<file path="config.mk">
export PLATFORM = sky130hd
export DESIGN_NAME = tdm_demux_flat
export DESIGN_NICKNAME = d
export VERILOG_FILES = /design/src/rtl/tdm_pkg.sv /design/src/rtl/tdm_demux_if.sv /design/src/rtl/tdm_slot_counter.sv /design/src/rtl/tdm_demux.sv /design/src/flat_wrapper.sv
export SDC_FILE = /design/constraint.sdc
export NUM_CORES = 1
export LEC_CHECK = 0
export CAP_MARGIN = 20
export CORE_UTILIZATION = 45
export DETAILED_ROUTE_END_ITERATION = 10
export HOLD_SLACK_MARGIN = 0.1
export PLACE_DENSITY = 0.83
export SYNTH_ARGS = -nofsm -noshare
export SYNTH_HDL_FRONTEND = slang
export SYNTH_SLANG_ARGS = --single-unit
</file>
<file path="constraint.sdc">
create_clock -name clk -period 2.3 [get_ports clk]
set_clock_uncertainty 0.1 [all_clocks]
set_input_delay 0.575 -clock clk [delete_from_list [all_inputs] [get_ports clk]]
set_output_delay 0.575 -clock clk [all_outputs]
set_load 0.02 [all_outputs]
</file>
<file path="src/rtl/tdm_pkg.sv">
`default_nettype none
// ============================================================================
// Module   : tdm_pkg
// Purpose  : Shared types and sizing helpers for the TDM mux/demux pair.
// Revision : 1.0 - initial release
// ============================================================================
package tdm_pkg;

    typedef enum logic [0:0] {
        HUNT   = 1'b0,
        LOCKED = 1'b1
    } tdm_state_e;

    localparam int DEF_NUM_CH = 4;
    localparam int DEF_WORD_W = 8;

    // Width of a counter spanning 0..range-1, never narrower than one bit.
    function automatic int cnt_w(input int range);
        return (range <= 2) ? 1 : $clog2(range);
    endfunction

endpackage : tdm_pkg
`default_nettype wire

</file>
<file path="src/rtl/tdm_demux_if.sv">
`default_nettype none
// ============================================================================
// Module   : tdm_demux_if
// Purpose  : Serial input and de-interleaved output bundle of the TDM demux.
// Revision : 1.0 - initial release
// ============================================================================
interface tdm_demux_if
    import tdm_pkg::*;
#(
    parameter int NUM_CH = DEF_NUM_CH,
    parameter int WORD_W = DEF_WORD_W
);
    logic                       in_valid;
    logic                       in_bit;
    logic                       frame_sync;
    logic [NUM_CH*WORD_W-1:0]   out_data;
    logic [NUM_CH-1:0]          out_valid;
    logic                       locked;
    logic                       sync_err;

    modport master (
        output in_valid, in_bit, frame_sync,
        input  out_data, out_valid, locked, sync_err
    );

    modport slave (
        input  in_valid, in_bit, frame_sync,
        output out_data, out_valid, locked, sync_err
    );
endinterface : tdm_demux_if
`default_nettype wire

</file>
<file path="src/rtl/tdm_slot_counter.sv">
`default_nettype none
// ============================================================================
// Module   : tdm_slot_counter
// Purpose  : Bit-within-word and channel-within-frame position counters.
// Revision : 1.0 - initial release
// ============================================================================
module tdm_slot_counter
    import tdm_pkg::*;
#(
    parameter int NUM_CH = DEF_NUM_CH,
    parameter int WORD_W = DEF_WORD_W,
    parameter int BW     = cnt_w(WORD_W),
    parameter int CW     = cnt_w(NUM_CH)
) (
    input  wire logic          clk,
    input  wire logic          rst,
    input  wire logic          advance,
    input  wire logic          clear,
    input  wire logic          load_first,
    output logic [BW-1:0]      bit_cnt,
    output logic [CW-1:0]      ch_cnt,
    output logic               word_last,
    output logic               frame_start
);
    localparam logic [BW-1:0] BIT_LAST = BW'(WORD_W - 1);
    localparam logic [CW-1:0] CH_LAST  = CW'(NUM_CH - 1);

    logic [BW-1:0] bit_cnt_q, bit_cnt_d;
    logic [CW-1:0] ch_cnt_q,  ch_cnt_d;

    // load_first marks the current beat as ch 0 bit 0, so the next position is bit 1.
    always_comb begin
        bit_cnt_d = bit_cnt_q;
        ch_cnt_d  = ch_cnt_q;
        if (clear) begin
            bit_cnt_d = '0;
            ch_cnt_d  = '0;
        end else if (load_first) begin
            bit_cnt_d = BW'(1);
            ch_cnt_d  = '0;
        end else if (advance) begin
            if (bit_cnt_q == BIT_LAST) begin
                bit_cnt_d = '0;
                ch_cnt_d  = (ch_cnt_q == CH_LAST) ? '0 : ch_cnt_q + CW'(1);
            end else begin
                bit_cnt_d = bit_cnt_q + BW'(1);
            end
        end
    end

    always_ff @(posedge clk or posedge rst) begin
        if (rst) begin
            bit_cnt_q <= '0;
            ch_cnt_q  <= '0;
        end else begin
            bit_cnt_q <= bit_cnt_d;
            ch_cnt_q  <= ch_cnt_d;
        end
    end

    assign bit_cnt     = bit_cnt_q;
    assign ch_cnt      = ch_cnt_q;
    assign word_last   = (bit_cnt_q == BIT_LAST);
    assign frame_start = (bit_cnt_q == '0) && (ch_cnt_q == '0);
endmodule : tdm_slot_counter
`default_nettype wire

</file>
<file path="src/rtl/tdm_demux.sv">
`default_nettype none
// ============================================================================
// Module   : tdm_demux
// Purpose  : Frame-aligns a serial TDM stream and splits it into channel words.
// Revision : 1.0 - initial release
// ============================================================================
module tdm_demux
    import tdm_pkg::*;
#(
    parameter int NUM_CH = DEF_NUM_CH,
    parameter int WORD_W = DEF_WORD_W
) (
    input  wire logic   clk,
    input  wire logic   rst,
    tdm_demux_if.slave  bus
);
    localparam int BW = cnt_w(WORD_W);
    localparam int CW = cnt_w(NUM_CH);

    tdm_state_e                state_q, state_d;
    logic [WORD_W-2:0]         shift_q, shift_d;
    logic [NUM_CH*WORD_W-1:0]  out_data_q, out_data_d;
    logic [NUM_CH-1:0]         out_valid_q, out_valid_d;
    logic                      locked_q, locked_d;
    logic                      sync_err_q, sync_err_d;

    logic                      w_advance, w_clear, w_load_first;
    logic [BW-1:0]             w_bit_cnt;
    logic [CW-1:0]             w_ch_cnt;
    logic                      w_word_last, w_frame_start;
    logic [WORD_W-1:0]         w_word;

    tdm_slot_counter #(
        .NUM_CH (NUM_CH),
        .WORD_W (WORD_W),
        .BW     (BW),
        .CW     (CW)
    ) u_slot_counter (
        .clk         (clk),
        .rst         (rst),
        .advance     (w_advance),
        .clear       (w_clear),
        .load_first  (w_load_first),
        .bit_cnt     (w_bit_cnt),
        .ch_cnt      (w_ch_cnt),
        .word_last   (w_word_last),
        .frame_start (w_frame_start)
    );

    // Only WORD_W-1 history bits are kept; the final bit comes straight from the line.
    assign w_word = {shift_q, bus.in_bit};

    always_comb begin
        state_d      = state_q;
        shift_d      = shift_q;
        out_data_d   = out_data_q;
        out_valid_d  = '0;
        sync_err_d   = 1'b0;
        w_advance    = 1'b0;
        w_clear      = 1'b0;
        w_load_first = 1'b0;
        if (bus.in_valid) begin
            case (state_q)
                HUNT: begin
                    if (bus.frame_sync) begin
                        w_load_first = 1'b1;
                        shift_d      = '0;
                        shift_d[0]   = bus.in_bit;
                        state_d      = LOCKED;
                    end
                end
                LOCKED: begin
                    if (w_frame_start && !bus.frame_sync) begin
                        sync_err_d = 1'b1;
                        w_clear    = 1'b1;
                        state_d    = HUNT;
                    end else if (!w_frame_start && bus.frame_sync) begin
                        // Early marker: drop the partial word and restart the frame here.
                        sync_err_d   = 1'b1;
                        w_load_first = 1'b1;
                        shift_d      = '0;
                        shift_d[0]   = bus.in_bit;
                    end else begin
                        w_advance = 1'b1;
                        shift_d   = w_word[WORD_W-2:0];
                        if (w_word_last) begin
                            out_data_d[int'(w_ch_cnt)*WORD_W +: WORD_W] = w_word;
                            out_valid_d[w_ch_cnt] = 1'b1;
                        end
                    end
                end
                default: state_d = HUNT;
            endcase
        end
        locked_d = (state_d == LOCKED);
    end

    always_ff @(posedge clk or posedge rst) begin
        if (rst) begin
            state_q     <= HUNT;
            shift_q     <= '0;
            out_data_q  <= '0;
            out_valid_q <= '0;
            locked_q    <= 1'b0;
            sync_err_q  <= 1'b0;
        end else begin
            state_q     <= state_d;
            shift_q     <= shift_d;
            out_data_q  <= out_data_d;
            out_valid_q <= out_valid_d;
            locked_q    <= locked_d;
            sync_err_q  <= sync_err_d;
        end
    end

    assign bus.out_data  = out_data_q;
    assign bus.out_valid = out_valid_q;
    assign bus.locked    = locked_q;
    assign bus.sync_err  = sync_err_q;
endmodule : tdm_demux
`default_nettype wire

</file>
<file path="src/flat_wrapper.sv">
// flat-port wrapper written by rule: the top's interface ports become plain ports
module tdm_demux_flat import tdm_pkg::*;
#(
    parameter int NUM_CH = DEF_NUM_CH,
    parameter int WORD_W = DEF_WORD_W
)
  (clk, rst, bus_in_valid, bus_in_bit, bus_frame_sync, bus_out_data, bus_out_valid, bus_locked, bus_sync_err);
  tdm_demux_if #(.NUM_CH(NUM_CH), .WORD_W(WORD_W)) bus_i ();
  input  wire logic clk;
  input  wire logic rst;
  input wire logic [$bits(bus_i.in_valid)-1:0] bus_in_valid;
  input wire logic [$bits(bus_i.in_bit)-1:0] bus_in_bit;
  input wire logic [$bits(bus_i.frame_sync)-1:0] bus_frame_sync;
  output wire logic [$bits(bus_i.out_data)-1:0] bus_out_data;
  output wire logic [$bits(bus_i.out_valid)-1:0] bus_out_valid;
  output wire logic [$bits(bus_i.locked)-1:0] bus_locked;
  output wire logic [$bits(bus_i.sync_err)-1:0] bus_sync_err;
  assign bus_i.in_valid = bus_in_valid;
  assign bus_i.in_bit = bus_in_bit;
  assign bus_i.frame_sync = bus_frame_sync;
  assign bus_out_data = bus_i.out_data;
  assign bus_out_valid = bus_i.out_valid;
  assign bus_locked = bus_i.locked;
  assign bus_sync_err = bus_i.sync_err;
  tdm_demux #(.NUM_CH(NUM_CH), .WORD_W(WORD_W)) u_core (.clk(clk), .rst(rst), .bus(bus_i));
endmodule
</file>
Word level (Yosys, flattened, before mapping) --
Cells that the tools add are included.
Operators by class: $mul 0, magnitude comparators 2, divide/modulo/power cells 0, bitwise gates (word level) 3, multiplexer cells 38, equal/unequal tests 4, shift operators 2, reductions and logical operators 13, add/sub/neg operators 3
Operators by type and width (number):
- 5-bit negation with 33-bit output | 1
- 8-bit by 33-bit variable shift with 32-bit output (first input constant) | 1
- 8-bit by 33-bit indexed part select with 32-bit output | 1
- 32-bit bitwise mux | 1
- 7-bit 2-to-1 mux | 3
- 4-bit 2-to-1 mux | 5
- 1-bit 2-to-1 mux | 16
- 7-bit one-hot mux with 2 select lines | 1
- 3-bit 2-to-1 mux | 4
- 2-bit 2-to-1 mux | 5
- 3-bit nonzero test | 2
- 5-bit AND reduction | 1
- 1-bit logical AND | 4
- 2-bit inequality test (second input constant) | 2
- 1-bit one-hot mux with 2 select lines | 2
- 3-bit by 1-bit adder with 3-bit output (second input constant) | 1
- 3-bit equality test (second input constant) | 1
- 3-bit zero test | 1
- 2-bit by 3-bit < comparator with 1-bit output (second input constant) | 1
- 1-bit NOT | 3
- 3-bit AND reduction | 1
- 2-bit by 1-bit adder with 2-bit output (second input constant) | 1
- 1-bit demux with 2-bit select | 1
- 2-bit equality test (second input constant) | 1
- other kinds (4) | 5
Storage, ports and cells: input port bits 5, latch bits 0, bits in read-only memories 0, memories 0, output and inout port bits 38, bits in writable memories 0, flip-flop bits (word level) 50

Longest topological paths before layout --
Gate-level depths: netlist of run 1.
word-level depth 11, gate-level depth with buffers 12, mapped depth without buffers 9

Modules after synthesis --
Synthesis of run 1 repeated with hierarchy kept, for this count alone.
Unflattened totals: cells, all modules 213, area total of the unflattened synthesis 2482.4 um^2
Modules (own cells, without submodules):
- tdm_demux | times used 1, seq. area each 1126.1 um^2, cells each 179, area each 2147.1 um^2
- tdm_slot_counter | times used 1, seq. area each 125.1 um^2, cells each 34, area each 335.3 um^2

Worst setup path before layout of run 1 --
No wires, ideal clock.
kind flip-flop to flip-flop, start point reg u_core.u_slot_counter.ch_cnt_q[0], in the netlist u_core.u_slot_counter.ch_cnt[0], end point reg u_core.out_data_q[1], in the netlist u_core.bus.out_data[1], setup slack -0.249 ns, stages on the path, launching flop included 12, library setup time 0.118 ns, arrival 2.330 ns, required time 2.082 ns, path through dfrtp_1 > inv_1 > ha_1 > clkbuf_1 > nand2_1 > or2_2 > inv_1 > ha_1 > and4_4 > buf_6 > and4_2 > a21o_1
Between the ends: cells in the longest elaborated chain, start to end 6, elaborated cells on any way between the ends 12, classes of those cells add/sub: 1; shift: 2; mux: 1; bitwise: 2; reduce/logical: 6
Ends and longest elaborated chain:
- start, declared | RTL line tdm_slot_counter.sv:29 | logic [CW-1:0] ch_cnt_q, ch_cnt_d;
- start signal, assigned | RTL line tdm_slot_counter.sv:57 | ch_cnt_q <= ch_cnt_d;
- branches (longest 6 deep; another with 5-bit negation with 33-bit output)
- end signal, assigned | RTL line tdm_demux.sv:109 | out_data_q <= out_data_d;
- end, declared | RTL line tdm_demux.sv:22 | logic [NUM_CH*WORD_W-1:0] out_data_q, out_data_d;
Several ways; the timed one is not identified. A chain may end at the register's enable or synchronous reset.

Worst setup path after layout of run 1 --
start point reg u_core.u_slot_counter.ch_cnt_q[1], in the netlist u_core.u_slot_counter.ch_cnt[1], end point reg u_core.out_data_q[3], in the netlist u_core.bus.out_data[3]
The elaborated chain is that of the path after synthesis.

==> flow_summary.toml, run 1 <==
[place]
gp_congestion = 0.807
pre_cts_ws_ps = -60.3
hpwl_mm = 3.55
io_buffer_count = 42

[clock_network]
cts_setup_buffers = 0
clock-root-buffer = "clkbuf_8"
cts_tree = "done"
clkTransAtPathRegs_ps = 90
cts_buffer_depth = 2
cts_sinks = 50
htreeDepth = 2
numCtsBuffers = 5
clk_latency_ps = 300

[global_route]
antenna_found_initial = 0
grt_pass1_vias = 1664
grt-ovfl-total = 0
grt_pass1_wl_mm = 8.11
grt_max_degree = 25
track_usage_pct = 17.9

[pwr]
p_leak_uw = 0.00150
seqPwrFrac_pct = 53.3
combinationalPowerShare_pct = 20.1
power_uw = 1900
power.density_nw_per_um2 = 616
clkPwrFrac_pct = 26.6
p_int_uw = 1330
p_switching_uw = 571
vdd_drop_max_mv = 0.254
switching_share_pct = 30.0

[timing]
setup_ws_ps = 90.1
setup_viol = 0
min_period_ps = 2210
drv_slew = 0
post-route-period-util_pct = 96.1
rsz0062_at_grt = "no"
whs_ps = 382
fin_tns_setup_ps = 0
finalHoldViolCount = 0
fmax_mhz = 453
worstMarginPinSlew_ps = 467
slew_headroom_pct = 68.7

[setup_path]
end_kind = "flop"
path_max_fanout = 12
reg2reg_from = "u_core.u_slot_counter.ch_cnt[1]"
worstPathArrival_ps = 2310
start_kind = "flop"
required_ps = 2400
startpoint = "u_core.u_slot_counter.ch_cnt[1]"
crit_type = "flop to flop"

[detailed_routing]
route.detailed.drc = 0
wl_mm = 5.08
viasPerCell = 5.23
ant_nets = 0
post_drt_wl_per_cell_um = 14.9
drt_pass1_iterations = 4
vias = 1778
drt_iter0_drc = 121

[die]
ios = 43
start_util_pct = 47.6
die_h_um = 76.2
num_rows = 26
core-area_um2 = 5200
dieArea_um2 = 5810
die_w_um = 76.2

[worst_hold_path]
hp-start = "u_core.bus.out_data[1]"
hold_class = "flop to flop"

[synthesis]
ys_seq_area_share_pct = 50.5
syn_nets = 235
yosys_register_bits = 50
synth_warnings = 0
syn_area_per_cell_um2 = 11.3
yosys.cell_types.count = 33
syn_inst = 220
syn_area_um2 = 2480

[layout]
antenna_cells = 0
fillers = 458
postLayoutCoreUtil_pct = 59.4
multi_input_area_um2 = 1030
drive_above_1_share_pct = 25.6
num-nets-final = 284
syn_to_final_growth_pct = 24.8
seqCellArea_um2 = 1250

[run]
maxCapViolCount = 0

[run_status]
status = "completed"
-- power groups by stage --
stage	registers, uW	logic, uW	clock network, uW
6_report	1020	383	506
5_1_grt	1020	426	557
4_1_cts	1010	340	515
3_5_place_dp	1030	338	0
3_3_place_gp	1020	322	0
2_1_floorplan	1010	227	0
-- critical path: stages, from the launching register on --
cell and delay (ps):
dfrtp_1 430, inv_1 150, ha_4 160, nand2_1 40, or2_2 300, inv_1 120
ha_4 230, and4_4 200, and4_2 240, a21o_1 150
-- layout by cell type (no fill, tap or decap), types with 2 or more instances in the layout --
| cell | instances |
|---|---|
| nor2_1 | 10 |
| dfrtp_1 | 48 |
| inv_1 | 30 |
| nand2_1 | 4 |
| and4_1 | 4 |
| and2_1 | 4 |
| inv_2 | 2 |
| ha_1 | 8 |
| nand4_1 | 24 |
| o21ai_0 | 3 |
| nor3b_2 | 2 |
| buf_4 | 12 |
| clkdlybuf4s50_1 | 42 |
| mux2i_1 | 4 |
| a21o_1 | 8 |
| a22o_1 | 5 |
| and4_4 | 3 |
| ha_4 | 2 |
| and2_4 | 3 |
| clkbuf_8 | 5 |
| and4_2 | 4 |
| mux2_2 | 2 |
| o21ai_2 | 25 |
| dfrtp_2 | 2 |
-- cells in the mapped netlist --
library cell	n	area [um^2]
a21oi_1	1	5.00
buf_8	1	15.0
nor4bb_1	1	10.0
nand3_1	1	5.00
and2_4	3	26.3
o21ai_2	25	219
nand2_1	4	15.0
or2_2	1	6.26
nor2_1	10	37.5
nand4b_1	1	8.76
buf_2	1	5.00
nand4_1	24	150
buf_1	1	3.75
ha_1	10	125
and3b_1	1	8.76
a22o_1	5	43.8
nand2_4	1	11.3
a21o_1	9	67.6
and4bb_2	1	12.5
and4_2	4	40.0
and2_1	4	25.0
and4_1	4	35.0
nor3b_1	1	7.51
a22oi_1	1	7.51
nor3b_2	2	25.0
o21ai_0	3	15.0
mux2_2	2	22.5
buf_6	8	90.1
and4_4	1	11.3
inv_1	32	120
dfrtp_1	50	1250
clkbuf_1	3	11.3
mux2i_1	4	40.0
-- routing by layer --
| layer | GRT usage, % | wire length, um | part of all wire, % |
|---|---|---|---|
| met4 | 7.50 | 65 | 1.3 |
| met5 | 0 | 0 | 0 |
| met2 | 28.1 | 2450 | 48 |
| met3 | 3.83 | 206 | 4.1 |
| met1 | 24.1 | 2360 | 47 |
-- through the flow --
step	std cells	area [um^2]
floorplan	220	2500
global placement	330	2960
detailed placement	330	2960
CTS	338	3060
global route	340	3090
finish	340	3090
-- path summary, 6_finish.rpt --
path	endpoint	slack, ps	cells past startpoint
max in group asynchronous	u_core.bus.out_data[22]	1100	3
worst max register to register	u_core.bus.out_data[3]	90	9
worst min register to register	u_core.bus.out_data[1]	380	1
worst max-delay path	u_core.bus.out_data[3]	90	9
worst min-delay path	u_core.bus.out_data[1]	380	1
min in group asynchronous	u_core.bus.out_data[6]	460	2
-- timing repair --
item / CTS / global route
pin swaps: 0 / 0
resized for setup: 1 / 4
cloned: 0 / 2
hold buffers: 0 / 0
endpoints found under the setup margin: 2 / 34
-- logic make-up (layout without fill, tap and decap cells) --
kind of cell | count (synthesis) | after routing | synth area share (%)
AO/OA/AOI/OAI | 44 | 44 | 14.4
adder cells (fa/ha/maj) | 10 | 10 | 5.05
buffers and inverters | 46 | 94 | 9.90
flip-flops | 50 | 50 | 50.5
multiplexers | 6 | 6 | 2.53
AND/OR/NAND/NOR | 64 | 66 | 17.6
-- state kept, by name, indices dropped and copies added (netlist names) --
signal and flops:
u_core.bus.out_valid 4, u_core.state_q 1, u_core.u_slot_counter.bit_cnt 3, u_core.shift_q 7
u_core.bus.sync_err 1, u_core.bus.out_data 32, u_core.u_slot_counter.ch_cnt 2
-- cell type report --
type,instances,share of cell area [%]
clock buffer,5,2.23
clock inverter,3,0.688
inverter,32,3.89
multi-input combinational,126,33.3
sequential,50,40.6
tap,70,2.83
timing repair buffer,54,16.5
No activity file was read; power rests on OpenSTA's default activity.
==> run 2: changes to the inputs <==
Settings changed: PLACE_DENSITY 0.83 to 0.8.
==> run 2 against run 1 <==
Total power shrank 2.0%. Non-clock buffer count shrank 3. Final area down 1.1%. Sequential share of layout area increased by 0.42 points. Global-route usage up 0.14 points. First-iteration DRC count down 5.0%. Sequential power is essentially flat. Critical path depth is 8 lower. Routed wire length shrank 1.7%. Setup slack got worse by 15 ps. Clock power up 2%. Register-to-register slack barely moved.
==> flow_summary.toml, run 2 (synthesized netlist as in run 1, its figures left out) <==
[global_route]
antenna_found_initial = 0
grt_pass1_vias = 1697
grt_max_degree = 37
grt_pass1_wl_mm = 8.28
grt-ovfl-total = 0
track_usage_pct = 18.0

[timing]
post-route-period-util_pct = 96.7
slew_headroom_pct = 67.1
rsz0062_at_grt = "yes"
worstMarginPinSlew_ps = 491
setup_viol = 0
drv_slew = 0
fin_tns_setup_ps = 0
setup_ws_ps = 75.1
min_period_ps = 2220
fmax_mhz = 449
finalHoldViolCount = 0

[setup_path]
start_kind = "flop"
critPathSlowestCell = "clkdlybuf4s50_1"
required_ps = 1620
r2r_cells = 9
cp_cell_sequence = "clkdlybuf4s50_1"
ff2ff_setup_slack_ps = 90
crit_type = "flop to primary output"
path_max_fanout = 12
cp_top_family = "buffers and inverters"
end_kind = "primary output"
max_stage_delay_ps = 680
reg2reg_from = "u_core.u_slot_counter.ch_cnt[1]"
r2r-end = "u_core.bus.out_data[4]"
cp_num_buf_inv = 1
worstPathArrival_ps = 1550

[worst_hold_path]
hp-start = "u_core.bus.out_data[1]"
hold_class = "flop to flop"
min_to = "u_core.bus.out_data[1]"
hold_depth = 1

[layout]
mostFrequentLayoutCells = "49 x dfrtp_1, 42 x clkdlybuf4s50_1, 30 x inv_1"
drive_above_1_share_pct = 23.3
postLayoutCoreUtil_pct = 58.7
largest_reg_flops = 32
num-nets-final = 280
final_common_cell = "dfrtp_1"
syn_to_final_growth_pct = 23.4
layout.cells.non_filler = 336
antenna_cells = 0

[die]
num_rows = 26
die_w_um = 76.2
core-area_um2 = 5200
start_util_pct = 47.6
ios = 43
die_h_um = 76.2
dieArea_um2 = 5810

[pwr]
p_leak_uw = 0.00149
combinationalPowerShare_pct = 18.2
power.density_nw_per_um2 = 610
clkPwrFrac_pct = 27.6
seqPwrFrac_pct = 54.2
vdd_drop_max_mv = 0.268
p_switching_uw = 527
p_int_uw = 1340
switching_share_pct = 28.2

[clock_network]
clock-root-buffer = "clkbuf_8"
htreeDepth = 2
clk_latency_ps = 300
ctsHoldBuffers = 0
clkTransAtPathRegs_ps = 90
cts_tree = "done"
numCtsBuffers = 5
cts_buffer_depth = 2
cts_sinks = 50

[place]
gp_congestion = 0.776
pre_cts_ws_ps = -64.8
hpwl_mm = 3.34
io_buffer_count = 42
post-place-cells = 327

[run]
maxCapViolCount = 0

[detailed_routing]
drt_pass1_iterations = 4
route.detailed.drc = 0
ant_nets = 0
post_drt_wl_per_cell_um = 14.9
vias = 1818
wl_mm = 5.00
drt_iter0_drc = 115
viasPerCell = 5.41

[run_status]
status = "completed"
run 2: timing repair:
item,4_1_cts,5_1_grt
endpoints found under the setup margin,0,18
hold endpoints to repair,0,0
gates resized for setup,0,1
setup buffers,0,0
run 2: through the flow:
stage	instance area, um^2	hold WS [ps]	power [uW]
2_1_floorplan	2500	411	1240
3_3_place_gp	2950	358	1340
3_5_place_dp	2950	365	1360
5_1_grt	3060	397	1970
4_1_cts	3050	385	1870
6_report	3060	380	1870
run 2: how the worst max path moves through the flow:
stage	start	to	cells past startpoint
final	u_core.state_q	bus_locked	1
after global routing	u_core.u_slot_counter.ch_cnt[1]	u_core.bus.out_data[4]	9
after CTS	u_core.u_slot_counter.ch_cnt[1]	u_core.shift_q[5]	8
after detailed placement	bus_frame_sync	u_core.bus.out_data[27]	7
after global placement	bus_frame_sync	u_core.bus.out_data[13]	7
after floorplan	u_core.u_slot_counter.ch_cnt[0]	u_core.bus.out_data[1]	11
run 2: area by class of cell:
class,instances,area [um^2]
clock buffer,7,86.3
clock inverter,1,5.00
fill,453,2150
inverter,32,120
multi-input combinational,125,1000
sequential,50,1250
tap,70,87.6
timing repair buffer,51,500
run 2: power groups by stage:
stage / sequential, uW / combinational, uW / clock, uW
CTS: 1010 / 334 / 529
floorplan: 1010 / 227 / 0
detailed placement: 1030 / 332 / 0
global placement: 1020 / 320 / 0
global route: 1020 / 387 / 558
finish: 1010 / 340 / 515
run 2: worst register-to-register path, stage by stage (launching register included):
cell     delay [ps]
dfrtp_1         420
inv_1           130
ha_4            150
nand2_1          40
or2_2           290
inv_1            60
ha_1            250
and4_2          290
and4_1          230
a21o_1          150
run 2: per-layer routing:
| metal | wire length [um] | part of all wire [%] | global-route usage (%) |
|---|---|---|---|
| met1 | 2370 | 47 | 24.0 |
| met2 | 2310 | 46 | 29.6 |
| met3 | 246 | 4.9 | 3.35 |
| met4 | 72 | 1.4 | 6.35 |
| met5 | 0 | 0 | 0 |
